==> src/rtl/norflash_linebuf.sv <==
// norflash_linebuf: single-line read buffer between the Wishbone bus and the NOR flash controller.
// Ports: sys_clk, sys_rst_n (sync, active-low); s_* upstream Wishbone slave;
//        m_* downstream Wishbone master to the flash controller; flush invalidates the line.
module norflash_linebuf #(
    parameter int adr_width = 24,
    parameter int line_log2 = 2
) (
    input  logic        sys_clk,
    input  logic        sys_rst_n,
    input  logic [31:0] s_adr_i,
    input  logic [31:0] s_dat_i,
    output logic [31:0] s_dat_o,
    input  logic [3:0]  s_sel_i,
    input  logic        s_stb_i,
    input  logic        s_cyc_i,
    input  logic        s_we_i,
    output logic        s_ack_o,
    output logic [31:0] m_adr_o,
    output logic [31:0] m_dat_o,
    input  logic [31:0] m_dat_i,
    output logic [3:0]  m_sel_o,
    output logic        m_stb_o,
    output logic        m_cyc_o,
    output logic        m_we_o,
    input  logic        m_ack_i,
    input  logic        flush
);
    localparam int WORDS = 1 << line_log2;
    localparam int TAG_W = adr_width - line_log2 - 2;
    localparam int HI_W  = 32 - adr_width;
    localparam logic [line_log2-1:0] IDX_LAST = '1;

    typedef enum logic [2:0] {
        ST_IDLE,
        ST_HIT,
        ST_FILL,
        ST_WRITE,
        ST_ACK
    } state_t;

    state_t               state;
    logic [31:0]          line_q [WORDS];
    logic [TAG_W-1:0]     tag_q;
    logic                 valid_q;
    logic                 flush_pend_q;
    logic [line_log2-1:0] idx_q;
    logic [line_log2-1:0] word_q;

    logic                 req;
    logic [TAG_W-1:0]     req_tag;
    logic [line_log2-1:0] req_word;
    logic                 hit;
    logic [line_log2-1:0] idx_nxt;
    logic [31:0]          fill_word;
    logic                 unused_adr;

    assign req      = s_cyc_i & s_stb_i;
    assign req_tag  = s_adr_i[adr_width-1:line_log2+2];
    assign req_word = s_adr_i[line_log2+1:2];
    assign hit      = valid_q && (tag_q == req_tag);
    // Wraps to zero after the last word, never carries into the tag.
    assign idx_nxt  = idx_q + line_log2'(1);
    // The word arriving now may be the requested one; earlier ones are stored.
    assign fill_word = (word_q == idx_q) ? m_dat_i : line_q[word_q];
    assign unused_adr = ^{s_adr_i[31:adr_width], s_adr_i[1:0]};

    always_ff @(posedge sys_clk) begin
        if (sys_rst_n && state == ST_FILL && m_ack_i) begin
            line_q[idx_q] <= m_dat_i;
        end
    end

    always_ff @(posedge sys_clk) begin
        if (!sys_rst_n) begin
            state        <= ST_IDLE;
            s_ack_o      <= 1'b0;
            s_dat_o      <= '0;
            m_cyc_o      <= 1'b0;
            m_stb_o      <= 1'b0;
            m_we_o       <= 1'b0;
            m_sel_o      <= '0;
            m_adr_o      <= '0;
            m_dat_o      <= '0;
            valid_q      <= 1'b0;
            flush_pend_q <= 1'b0;
            tag_q        <= '0;
            idx_q        <= '0;
            word_q       <= '0;
        end else begin
            unique case (state)
                ST_IDLE: begin
                    if (flush) valid_q <= 1'b0;
                    if (req) begin
                        if (s_we_i) begin
                            state   <= ST_WRITE;
                            valid_q <= 1'b0;
                            m_cyc_o <= 1'b1;
                            m_stb_o <= 1'b1;
                            m_we_o  <= 1'b1;
                            m_adr_o <= {{HI_W{1'b0}}, s_adr_i[adr_width-1:2], 2'b00};
                            m_dat_o <= s_dat_i;
                            m_sel_o <= s_sel_i;
                        end else if (hit) begin
                            state   <= ST_HIT;
                            s_ack_o <= 1'b1;
                            s_dat_o <= line_q[req_word];
                        end else begin
                            state        <= ST_FILL;
                            valid_q      <= 1'b0;
                            tag_q        <= req_tag;
                            idx_q        <= '0;
                            word_q       <= req_word;
                            flush_pend_q <= flush;
                            m_cyc_o      <= 1'b1;
                            m_stb_o      <= 1'b1;
                            m_we_o       <= 1'b0;
                            m_sel_o      <= 4'b1111;
                            m_adr_o      <= {{HI_W{1'b0}}, req_tag,
                                             {line_log2{1'b0}}, 2'b00};
                        end
                    end
                end
                ST_HIT: begin
                    if (flush) valid_q <= 1'b0;
                    s_ack_o <= 1'b0;
                    state   <= ST_IDLE;
                end
                ST_FILL: begin
                    if (flush) flush_pend_q <= 1'b1;
                    if (m_ack_i) begin
                        idx_q <= idx_nxt;
                        if (idx_q == IDX_LAST) begin
                            m_cyc_o <= 1'b0;
                            m_stb_o <= 1'b0;
                            valid_q <= !(flush_pend_q || flush);
                            s_dat_o <= fill_word;
                            // An abandoned cycle still completes, but is not acked.
                            s_ack_o <= req;
                            state   <= ST_ACK;
                        end else begin
                            m_adr_o <= {{HI_W{1'b0}}, tag_q, idx_nxt, 2'b00};
                        end
                    end
                end
                ST_WRITE: begin
                    if (m_ack_i) begin
                        m_cyc_o <= 1'b0;
                        m_stb_o <= 1'b0;
                        m_we_o  <= 1'b0;
                        s_ack_o <= req;
                        state   <= ST_ACK;
                    end
                end
                ST_ACK: begin
                    if (flush) valid_q <= 1'b0;
                    s_ack_o <= 1'b0;
                    state   <= ST_IDLE;
                end
                default: state <= ST_IDLE;
            endcase
        end
    end
endmodule

==> config.mk <==
export PLATFORM = sky130hd
export DESIGN_NAME = norflash_linebuf
export DESIGN_NICKNAME = d
export VERILOG_FILES = /design/src/rtl/norflash_linebuf.sv
export SDC_FILE = /design/constraint.sdc
export NUM_CORES = 1
export LEC_CHECK = 0
export CELL_PAD_IN_SITES_DETAIL_PLACEMENT = 1
export CELL_PAD_IN_SITES_GLOBAL_PLACEMENT = 2
export CORE_MARGIN = 4
export CORE_UTILIZATION = 31
export CTS_CLUSTER_DIAMETER = 120
export DETAILED_ROUTE_END_ITERATION = 12
export PLACE_DENSITY = 0.76
export SYNTH_ARGS = -nofsm -noshare
export SYNTH_HDL_FRONTEND = slang
export SYNTH_SLANG_ARGS = --single-unit
==> constraint.sdc <==
create_clock -name sys_clk -period 2.58 [get_ports sys_clk]
set_input_delay 0.258 -clock sys_clk [delete_from_list [all_inputs] [get_ports sys_clk]]
set_output_delay 0.258 -clock sys_clk [all_outputs]
set_load 0.02 [all_outputs]
# After elaboration in Yosys (flattened, before gate mapping)
# Memories as Yosys holds them, arrays and structs flattened. A register that Yosys moved wholly into a read port is not among the register bits.
# Cells that the tools add are included.
# op_classes
addsub	1
n_eq_ne	18
mux	61
bitwise_logic	3
reduce_logical	24
# op_table
op	count
32-bit two-way mux	11
32-bit case mux with 2 select lines	2
1-bit two-way mux	27
20-bit equality test	1
2-bit inequality test (second input constant)	9
2-bit two-way mux	8
5-bit AND reduction	3
3-bit two-way mux	4
4-bit AND reduction	3
6-bit AND reduction	2
3-bit case mux with 3 select lines	1
3-bit AND reduction	3
4-bit two-way mux	2
7-bit AND reduction	1
3-bit by 2-bit equality test with 1-bit output (second input constant)	2
1-bit case mux with 3 select lines	2
3-bit nonzero test	2
1-bit case mux with 2 select lines	2
1-bit case mux with 4 select lines	1
2-bit case mux with 2 select lines	1
2-bit nonzero test	2
4-bit nonzero test	1
3-bit by 1-bit equality test with 1-bit output (second input constant)	1
3-bit equality test (second input constant)	1
12 further kinds	15
# totals
register_bits	132
mem_bits_rw	128
in_bits	107
out_inout_bits	104
elab_cells	121
mem_count	1
# memory_table
memory	words	width	read_ports	rd_ports_with_merged_regs	wr	line	source
line_q	4	32	2	1	1	42	logic [31:0] line_q [WORDS];

# Logic depth before layout (Yosys ltp)
# Gate-level depths: netlist of run 1.
# logic_depth
ltp_word	6
ltp_mapped	9
depth_no_buf	7

# Worst setup path before layout of run 1
# Ideal clock, no wire load.
# synth_path
kind	register to register
start	register state[1]
end	memory line_q[0][0], enable pin
setup_time_ps	392
arrival_ps	2120
required_time_ps	2188
slack_ps	68
stages_incl_launch_ff	8
path_buffers	2
synth_period_minus_slack_ps	2512
cell_sequence	dfxtp_1 buf_2 inv_1 nor3_1 clkbuf_1 nand2_1 nor2_1 and2_1
# synth_via
elab_chain_len	5
# synth_lines
element	line	source
from (decl)	41	state_t state;
from (signal assigned)	75	state <= ST_IDLE;
from (signal assigned)	95	state <= ST_WRITE;
from (signal assigned)	104	state <= ST_HIT;
3-bit by 2-bit equality test with 1-bit output	68	if (sys_rst_n && state == ST_FILL && m_ack_i) begin
1-bit logical AND (2 in a row)	68	
1-bit two-way mux	68	
1-bit two-way mux (implied by the code)	69	line_q[idx_q] <= m_dat_i;
to (decl)	42	
# Every way passes these cells.

# Worst setup path in the final report of run 1
# layout_path
start	register state[0]
end	register s_dat_o[21]
# layout_via
elab_chain_len	3
elab_cells_between_ends	10
cone_classes	6 x eq/ne; 1 x mux; 3 x reduce/logical
# layout_lines
element	line	source
3-bit by 2-bit equality test with 1-bit output or 3-bit logical NOT (tied branches)	90	unique case (state)
2-bit by 1-bit inequality test with 1-bit output (no line), or another cell as far along	--	
6-bit AND reduction (no line)	--	
to (signal assigned)	106	s_dat_o <= line_q[req_word];
to (signal assigned)	136	s_dat_o <= fill_word;
to (decl)	12	output logic [31:0] s_dat_o,
# Several ways; a longest one is shown, not always the timed one.
# A chain may end at the register's enable or synchronous reset.

==> flow_metrics.tcl, run 1 <==
set metrics [dict create \
    drive_gt1_share_pct 13.9 \
    cts_htree_levels 1 \
    final.min_clock_period_ns 2.33 \
    grt_pass1_wl_um 52500 \
    core_area_um2 36500 \
    tns_ns 0 \
    mostFrequentLayoutCell "nand2_1" \
    viasPerCell 5.02 \
    die_height_um 200 \
    yosysWarningCount 0 \
    clk_latency_ns 0.57 \
    die_area_um2 40100 \
    dpl.hpwl_um 21400 \
    drt_iter0_markers 401 \
    path_clk_slew_ns 0.06 \
    max_freq_mhz 429 \
    drc_errors 0 \
    overflow 0 \
    synth_edf_count 128 \
    cts-resized-gates 0 \
    slew_viol_final 0 \
    postRouteWirelength_um 33700 \
    antenna_found_initial 0 \
    dp_cells 1628 \
    final_cell_mix "nand2_1, clkdlybuf4s50_1, edfxtp_1" \
    grt_pass1_vias 8952 \
    worst_hold_path_type "primary input to flip-flop" \
    syn_area_um2 11400 \
    std_cell_rows 70 \
    synth_top_area_cell "edfxtp_1" \
    ios 211 \
    cp_max_fo 20 \
    rsz0062_at_grt "false" \
    ctsHoldBuffers 0 \
    cts_buffer_depth 3 \
    gp_congestion 0.759 \
    startpoint_type "flip-flop" \
    numPortBuffers 190 \
    tritoncts "built" \
    vias 8456 \
    finalClockSkew_ns 0.0337 \
    tightest_slew_ns 0.619 \
    async_reset_ff_share_pct 0 \
    initial_utilization_pct 31.3 \
    drtAntennaViolNets 0 \
    cp_slowest_cell "or3_1" \
    worstPathRequired_ns 3.05 \
    grt_max_degree 119 \
    synth_cell_type_count 44 \
    clock-sinks 252 \
    status "finished, final reports clean" \
    area_growth_pct 31.2 \
    setup_viol 0 \
    antenna_cells 0 \
    synth-seq-cells 252 \
    maxSlewHeadroom_pct 58.7 \
    hold_viol 0 \
    path_cells "nor2_1, nand2_1, or3_1, a211oi_4, buf_12, mux2i_1" \
    grt_util_all_layers_pct 16.3 \
    maxCapViolations 0 \
    synth_top_area_share_pct 33.6 \
    numCtsBuffers 30 \
    synthFlopType "edfxtp_1" \
    firstDrtPassIters 4 \
    cpPeakStageDelay_ns 0.45 \
    fin_crit_sh_pct 90.4 \
    cp_top_family "simple AND/OR/NAND/NOR gates" \
    path_class "flip-flop to flip-flop" \
    synthTopCellsByArea "edfxtp_1, dfxtp_1, mux4_2, nand2_1, mux2i_1" \
    wl_per_cell_um 20.0 \
    die_x_um 200 \
    p_leak_nw 5.02 \
    synth_seq_area_share_pct 55.3 \
    cp-end-kind "flip-flop" \
    p_total_mw 9.91 \
    post_cts_buffers 0 \
    num-nets-final 1303 \
    final_cells 1684 \
    syn_area_per_cell_um2 11.3 \
    crit_buf_inv 1 \
    vdd_ir_drop_max_v 0.000469 \
    powerDensity_nw_per_um2 660 \
    root_buffer "clkbuf_16" \
    syn_inst 1014 \
    crit_arrival_ns 2.80 \
]
-- cells by family after synthesis --
logic type      share of synthesized area [%]
compound gates                           8.30
xor+xnor                                 1.68
fa+ha+maj                               0.437
buf+inv                                  4.01
flops                                    55.3
mux                                      17.4
other cells                            0.0328
simple gates                             12.9
-- through the flow --
step	setup WS (ns)	util [%]	hold slack, ns	cell area [µm²]
6_report	0.247	41.1	0.230	15000
5_1_grt	0.0697	41.1	0.217	15000
4_1_cts	0.246	41.1	0.198	15000
3_5_place_dp	0.0452	38.3	0.447	14000
3_3_place_gp	0.0677	38.3	0.442	14000
2_1_floorplan	0.0677	-	0.357	11500
-- state kept, by name, indices dropped and copies added (netlist names), named ones only --
register	flops
flush_pend_q	1
idx_q	2
line_q	128
m_dat_o	32
state	3
m_we_o	1
valid_q	1
word_q	2
m_cyc_o	1
tag_q	20
s_dat_o	32
m_sel_o	4
m_adr_o	22
s_ack_o	1
-- path summary, 6_finish.rpt --
kind	from	to	slack (ns)	cells after the start
worst max register to register	state[0]	s_dat_o[21]	0.25	6
worst max-delay path	state[0]	s_dat_o[21]	0.25	6
worst min-delay path	s_dat_i[28]	m_dat_o[28]	0.23	3
worst min register to register	m_dat_o[18]	m_dat_o[18]	0.45	2
-- report_power, final --
group	switching, mW	internal (mW)	total [mW]	leakage, nW
registers	0.0562	4.30	4.35	2.16
clock network	1.70	2.69	4.38	0.499
logic	0.654	0.526	1.18	2.36
total	2.41	7.51	9.91	5.02
-- worst reg2reg max path, delay by kind of cell, from the launching register on --
family | cells | cell delay (ns)
simple gates | 3 | 0.97
compound gates | 1 | 0.40
flops | 1 | 0.39
buf+inv | 1 | 0.26
mux | 1 | 0.22
-- synth_stat cells (all sizes together) (2+ instances only) --
| master | number |
|---|---|
| o211ai | 33 |
| o22ai | 2 |
| o21ai | 30 |
| mux2i | 55 |
| buf | 39 |
| o2111ai | 2 |
| nand2 | 303 |
| and2 | 6 |
| nor2 | 15 |
| dfxtp | 124 |
| clkbuf | 48 |
| edfxtp | 128 |
| o221a | 3 |
| ha | 4 |
| nand3 | 30 |
| inv | 6 |
| a21oi | 72 |
| mux4 | 64 |
| o21a | 2 |
| nor3 | 5 |
| xnor2 | 22 |
| o31ai | 2 |
| nand4 | 4 |
-- routing by layer --
| metal | global-route usage (%) | vias to the layer above | part of all wire (%) |
|---|---|---|---|
| met1 | 21.3 | 4278 | 44 |
| met3 | 2.33 | 40 | 3.9 |
| met4 | 3.74 | 0 | 2.1 |
| met2 | 28.8 | 158 | 50 |
| li1 | - | 3980 | - |
| met5 | 0 | - | 0 |
-- area by class of cell --
cell class                      instances  area [µm²]
Tap cell                              468         586
Inverter                                7        26.3
Timing Repair Buffer                  224        2340
Multi-Input combinational cell        677        4710
Clock inverter                         20         243
Clock buffer                           36         793
Fill cell                            3921       21500
Sequential cell                       252        6330
Power figures use the tool's default switching activity.
==> inputs of run 2 (changes only) <==
==> constraint.sdc (replaced) <==
create_clock -name sys_clk -period 2.58 [get_ports sys_clk]
set_input_delay 0.387 -clock sys_clk [delete_from_list [all_inputs] [get_ports sys_clk]]
set_output_delay 0.387 -clock sys_clk [all_outputs]
set_load 0.02 [all_outputs]
==> run 2 against run 1 <==
- count of clock-buffer cells in the layout rose by 3
- power fell by 6.4%
- cell count up 0.48%
- clock power decreased by 14%
- highest routed layer unchanged
- sequential share of layout area is 0.24 points higher
- fmax rose by 1.9%
- non-clock buffer count is 10 higher
- die area unchanged
- worst hold slack worse by 0.074 ns
- cell area shrank 0.56%
==> flow_metrics.tcl, run 2 (same netlist as run 1, synthesis figures left out) <==
set metrics [dict create \
    overflow 0 \
    cts-resized-gates 0 \
    pwr-share-clk_pct 40.4 \
    die_x_um 200 \
    cp_max_fo 20 \
    grt_pass1_vias 9063 \
    drtAntennaViolNets 0 \
    p_switching_mw 2.33 \
    tightest_slew_ns 0.531 \
    initial_utilization_pct 31.3 \
    r2r-start "state[0]" \
    path_clk_slew_ns 0.06 \
    finalClockSkew_ns 0.0184 \
    numPortBuffers 190 \
    hold_viol 0 \
    cp-end-kind "flip-flop" \
    final_cell_mix "nand2_1, clkdlybuf4s50_1, edfxtp_1" \
    die_area_um2 40100 \
    worstPathRequired_ns 3.05 \
    rsz0062_at_grt "false" \
    grt_util_all_layers_pct 16.3 \
    vdd_ir_drop_max_v 0.000541 \
    fin_ws_ns 0.292 \
    maxSlewHeadroom_pct 64.6 \
    num-nets-final 1312 \
    drt_iter0_markers 375 \
    final_area_um2 14900 \
    viasPerCell 4.95 \
    core_area_um2 36500 \
    cts_buffer_depth 3 \
    postRouteWirelength_um 33100 \
    whs_endpoint "s_dat_o[4]" \
    tritoncts "built" \
    regToRegSetupSlack_ns 0.29 \
    place_area_um2 14100 \
    combPwrFrac_pct 12.7 \
    status "finished, final reports clean" \
    clk_latency_ns 0.55 \
    startpoint_type "flip-flop" \
    mostFrequentLayoutCell "nand2_1" \
    top_register "line_q" \
    intPower_mw 6.95 \
    grt_max_degree 116 \
    ctsHoldBuffers 0 \
    max_freq_mhz 437 \
    drc_errors 0 \
    r2r_end "s_dat_o[22]" \
    p_leak_nw 4.99 \
    crit_arrival_ns 2.76 \
    fin_crit_sh_pct 88.7 \
    hold_depth 3 \
    switching_share_pct 25.1 \
    wl_per_cell_um 19.6 \
    worst_hold_path_type "primary input to flip-flop" \
    largest_registers "line_q: 128 flops, m_dat_o: 32 flops, s_dat_o: 32 flops" \
    vias 8370 \
    powerDensity_nw_per_um2 621 \
    post_cts_buffers 0 \
    std_cell_rows 70 \
    p_total_mw 9.28 \
    ios 211 \
    gp_congestion 0.786 \
    final.min_clock_period_ns 2.29 \
    tns_ns 0 \
    clock-sinks 252 \
    place_ws_ns -0.0944 \
    worst_hold_slack_ns 0.156 \
    slew_viol_final 0 \
    area_growth_pct 30.5 \
    drive_gt1_share_pct 14.1 \
    maxCapViolations 0 \
    seqPwrFrac_pct 46.9 \
    firstDrtPassIters 4 \
    path_class "flip-flop to flip-flop" \
    r2r_cells 6 \
    hp-start "sys_rst_n" \
    numCtsBuffers 29 \
    dpl.hpwl_um 21300 \
    setup_viol 0 \
    largest_register_ff_count 128 \
    root_buffer "clkbuf_16" \
    grt_pass1_wl_um 52700 \
    cts_htree_levels 1 \
    antenna_found_initial 1 \
    die_height_um 200 \
]
## run 2: cell count changes in the layout (fill, tap and decap cells not counted)
cell	before	now
clkbuf_16	30	29
bufinv_16	5	0
diode_2	0	1
clkinvlp_4	4	2
buf_12	15	16
clkbuf_1	4	8
clkinv_8	1	0
buf_4	19	28
clkinv_4	0	2
## run 2: worst max-delay path by stage
stage                     start      endpoint  slack (ns)  cells past startpoint
floorplan              state[1]  line_q[0][0]        0.07                      7
global placement    s_adr_i[21]   s_dat_o[25]       -0.04                      8
detailed placement  s_adr_i[21]   s_dat_o[24]       -0.09                      8
CTS                    state[0]   s_dat_o[24]        0.28                      6
global route           state[0]   s_dat_o[28]        0.16                      6
finish                 state[0]   s_dat_o[22]        0.29                      6
## run 2: worst max-delay path: stages (launching register included)
cell	delay [ns]
dfxtp_1	0.40
nor2_1	0.29
nand2_1	0.21
or3_1	0.45
a211oi_4	0.38
buf_12	0.26
mux2i_1	0.20
## run 2: final cells by class
class	instances	area, µm²
Antenna cell	1	2.50
Timing Repair Buffer	234	2420
Clock buffer	39	783
Tap cell	468	586
Inverter	7	26.3
Multi-Input combinational cell	677	4710
Sequential cell	252	6330
Clock inverter	14	78.8
Fill cell	3919	21600
## run 2: power by group through the flow
stage	clock (mW)	combinational (mW)	sequential [mW]
global route	4.07	1.29	4.36
CTS	3.89	1.20	4.35
detailed placement	0	1.20	4.44
finish	3.75	1.18	4.35
floorplan	0	0.584	4.50
global placement	0	1.18	4.44
## run 2: per-stage QoR
step / std cells / utilization, %
floorplan: 1023 / -
global placement: 1638 / 38.5
detailed placement: 1638 / 38.5
CTS: 1691 / 40.9
global route: 1692 / 40.9
finish: 1692 / 40.9
## run 2: per-layer routing
metal	vias to the layer above	track usage (%)	share of wire (%)	wire [µm]
met5	-	0	0	0
met4	0	3.79	1.8	597
met3	42	2.40	3.5	1160
met2	157	28.4	50	16500
met1	4179	21.6	45	14900
li1	3992	-	-	-
==> inputs of run 3 (changes only) <==
--- a/config.mk
+++ b/config.mk
@@ -7,7 +7,7 @@
 export LEC_CHECK = 0
 export CELL_PAD_IN_SITES_DETAIL_PLACEMENT = 1
 export CELL_PAD_IN_SITES_GLOBAL_PLACEMENT = 2
-export CORE_MARGIN = 4
+export CORE_MARGIN = 2
 export CORE_UTILIZATION = 31
 export CTS_CLUSTER_DIAMETER = 120
 export DETAILED_ROUTE_END_ITERATION = 12
==> run 3 against run 2 <==
- power up 3.7%
- sequential share of layout area about the same
- register-to-register slack better by 0.02 ns
- clock power up 9.3%
- worst setup slack better by 0.023 ns
- wire length up 1.1%
- cell area about the same
- via count up 2.2%
- cell count down 0.24%
- flip-flop and latch count unchanged
- sequential power about the same
- largest cell class unchanged
==> flow_metrics.tcl, run 3 (same netlist as run 1, synthesis figures left out) <==
set metrics [dict create \
    r2r-start "state[1]" \
    multi_input_area_um2 4710 \
    fin_ws_ns 0.314 \
    max_freq_mhz 441 \
    grt_pass1_wl_um 51900 \
    fin_crit_sh_pct 87.8 \
    initial_utilization_pct 31.3 \
    dp_cells 1631 \
    final.min_clock_period_ns 2.27 \
    rsz0062_at_grt "false" \
    drc_errors 0 \
    ios 211 \
    tightest_slew_ns 0.842 \
    clk_latency_ns 0.56 \
    worstPathRequired_ns 2.83 \
    std_cell_rows 70 \
    finalClockSkew_ns 0.0236 \
    powerDensity_nw_per_um2 644 \
    use_met3_pct 2.97 \
    top_register "line_q" \
    hold_viol 0 \
    cp-end-kind "flip-flop" \
    postRouteWirelength_um 33500 \
    root_buffer "clkbuf_16" \
    slew_viol_final 0 \
    num-nets-final 1306 \
    r2r_end "line_q[2][9]" \
    overflow 0 \
    worst_hold_path_type "primary input to flip-flop" \
    path_class "flip-flop to flip-flop" \
    nFillCells 3936 \
    regToRegSetupSlack_ns 0.31 \
    whs_endpoint "m_dat_o[6]" \
    dpl.hpwl_um 20800 \
    largest_register_ff_count 128 \
    mostFrequentLayoutCell "nand2_1" \
    numCtsBuffers 30 \
    cts_htree_levels 1 \
    tritoncts "built" \
    path_clk_slew_ns 0.06 \
    hp-start "s_dat_i[6]" \
    gp_congestion 0.755 \
    regArea_um2 6330 \
    core_area_um2 36500 \
    maxSlewHeadroom_pct 43.9 \
    setup.worst_path.start "state[1]" \
    numPortBuffers 190 \
    grt_max_degree 165 \
    cp_max_fo 12 \
    die_area_um2 38500 \
    ctsHoldBuffers 0 \
    final_cell_mix "nand2_1, clkdlybuf4s50_1, edfxtp_1" \
    firstDrtPassIters 5 \
    viasPerCell 5.07 \
    final_area_um2 14900 \
    vias 8551 \
    die_x_um 196 \
    crit_arrival_ns 2.52 \
    place_ws_ns -0.160 \
    final_cells 1688 \
    clock-sinks 252 \
    p_leak_nw 4.98 \
    die_height_um 196 \
    largest_registers "line_q: 128 flops, m_dat_o: 32 flops, s_dat_o: 32 flops" \
    grt_use_met1_pct 22.9 \
    setup_viol 0 \
    post_cts_buffers 0 \
    wl_per_cell_um 19.8 \
    cts-resized-gates 0 \
    place_area_um2 14000 \
    cts_buffer_depth 3 \
    antenna_found_initial 1 \
    busiest_layer "met2" \
    drtAntennaViolNets 0 \
    maxCapViolations 0 \
    vdd_ir_drop_max_v 0.000474 \
    startpoint_type "flip-flop" \
    status "finished, final reports clean" \
    grt_pass1_vias 8944 \
    hold_depth 3 \
    drt_iter0_markers 437 \
    drive_gt1_share_pct 13.8 \
    gr-usage-met2_pct 29.3 \
    area_growth_pct 30.6 \
    grt_util_all_layers_pct 17.3 \
    r2r_cells 6 \
    tns_ns 0 \
]
-- run 3: changes by cell type in the layout (fill, tap and decap cells not counted), sizes merged --
cell | previous run | this run
clkbuf | 39 | 40
clkinvlp | 2 | 6
buf | 47 | 40
bufinv | 0 | 2
clkinv | 13 | 9
-- run 3: metrics by stage --
stage	total power [mW]	hold slack (ns)	util, %
after detailed placement	5.63	0.446	38.3
after global placement	5.60	0.442	38.3
after floorplan	5.08	0.462	-
after CTS	9.78	0.357	40.9
after global routing	10.0	0.367	40.9
final	9.63	0.389	40.9
-- run 3: critical path: stages, from the launching register on --
cell	delay, ns
dfxtp_1	0.52
inv_1	0.20
nor3_2	0.25
nand2_1	0.14
nor2_1	0.26
and2_2	0.39
buf_12	0.19
-- run 3: how the worst max path moves through the flow --
stage,to
global placement,s_dat_o[26]
finish,line_q[2][9]
detailed placement,s_dat_o[24]
CTS,line_q[2][25]
global route,line_q[2][25]
floorplan,line_q[0][0]
-- run 3: area by class of cell --
class / instances / area share, %
diodes: 1 / 0.0167
clock buffers: 40 / 5.42
clock inverters: 16 / 0.988
inverters: 7 / 0.176
multi-input cells: 677 / 31.5
flip-flops and latches: 252 / 42.3
well taps: 468 / 3.92
repair buffers: 227 / 15.7
-- run 3: where the power goes --
group | leakage [nW] | total, mW | switching, mW | internal, mW
clock | 0.451 | 4.10 | 1.70 | 2.40
sequential | 2.16 | 4.35 | 0.0557 | 4.29
combinational | 2.37 | 1.17 | 0.656 | 0.518
-- run 3: layer usage --
layer	part of all wire (%)	routed length [µm]	up-vias
met1	44	14700	4288
met5	0	0	-
met2	49	16300	225
met4	2.2	753	0
met3	5.2	1740	62
li1	-	-	3976
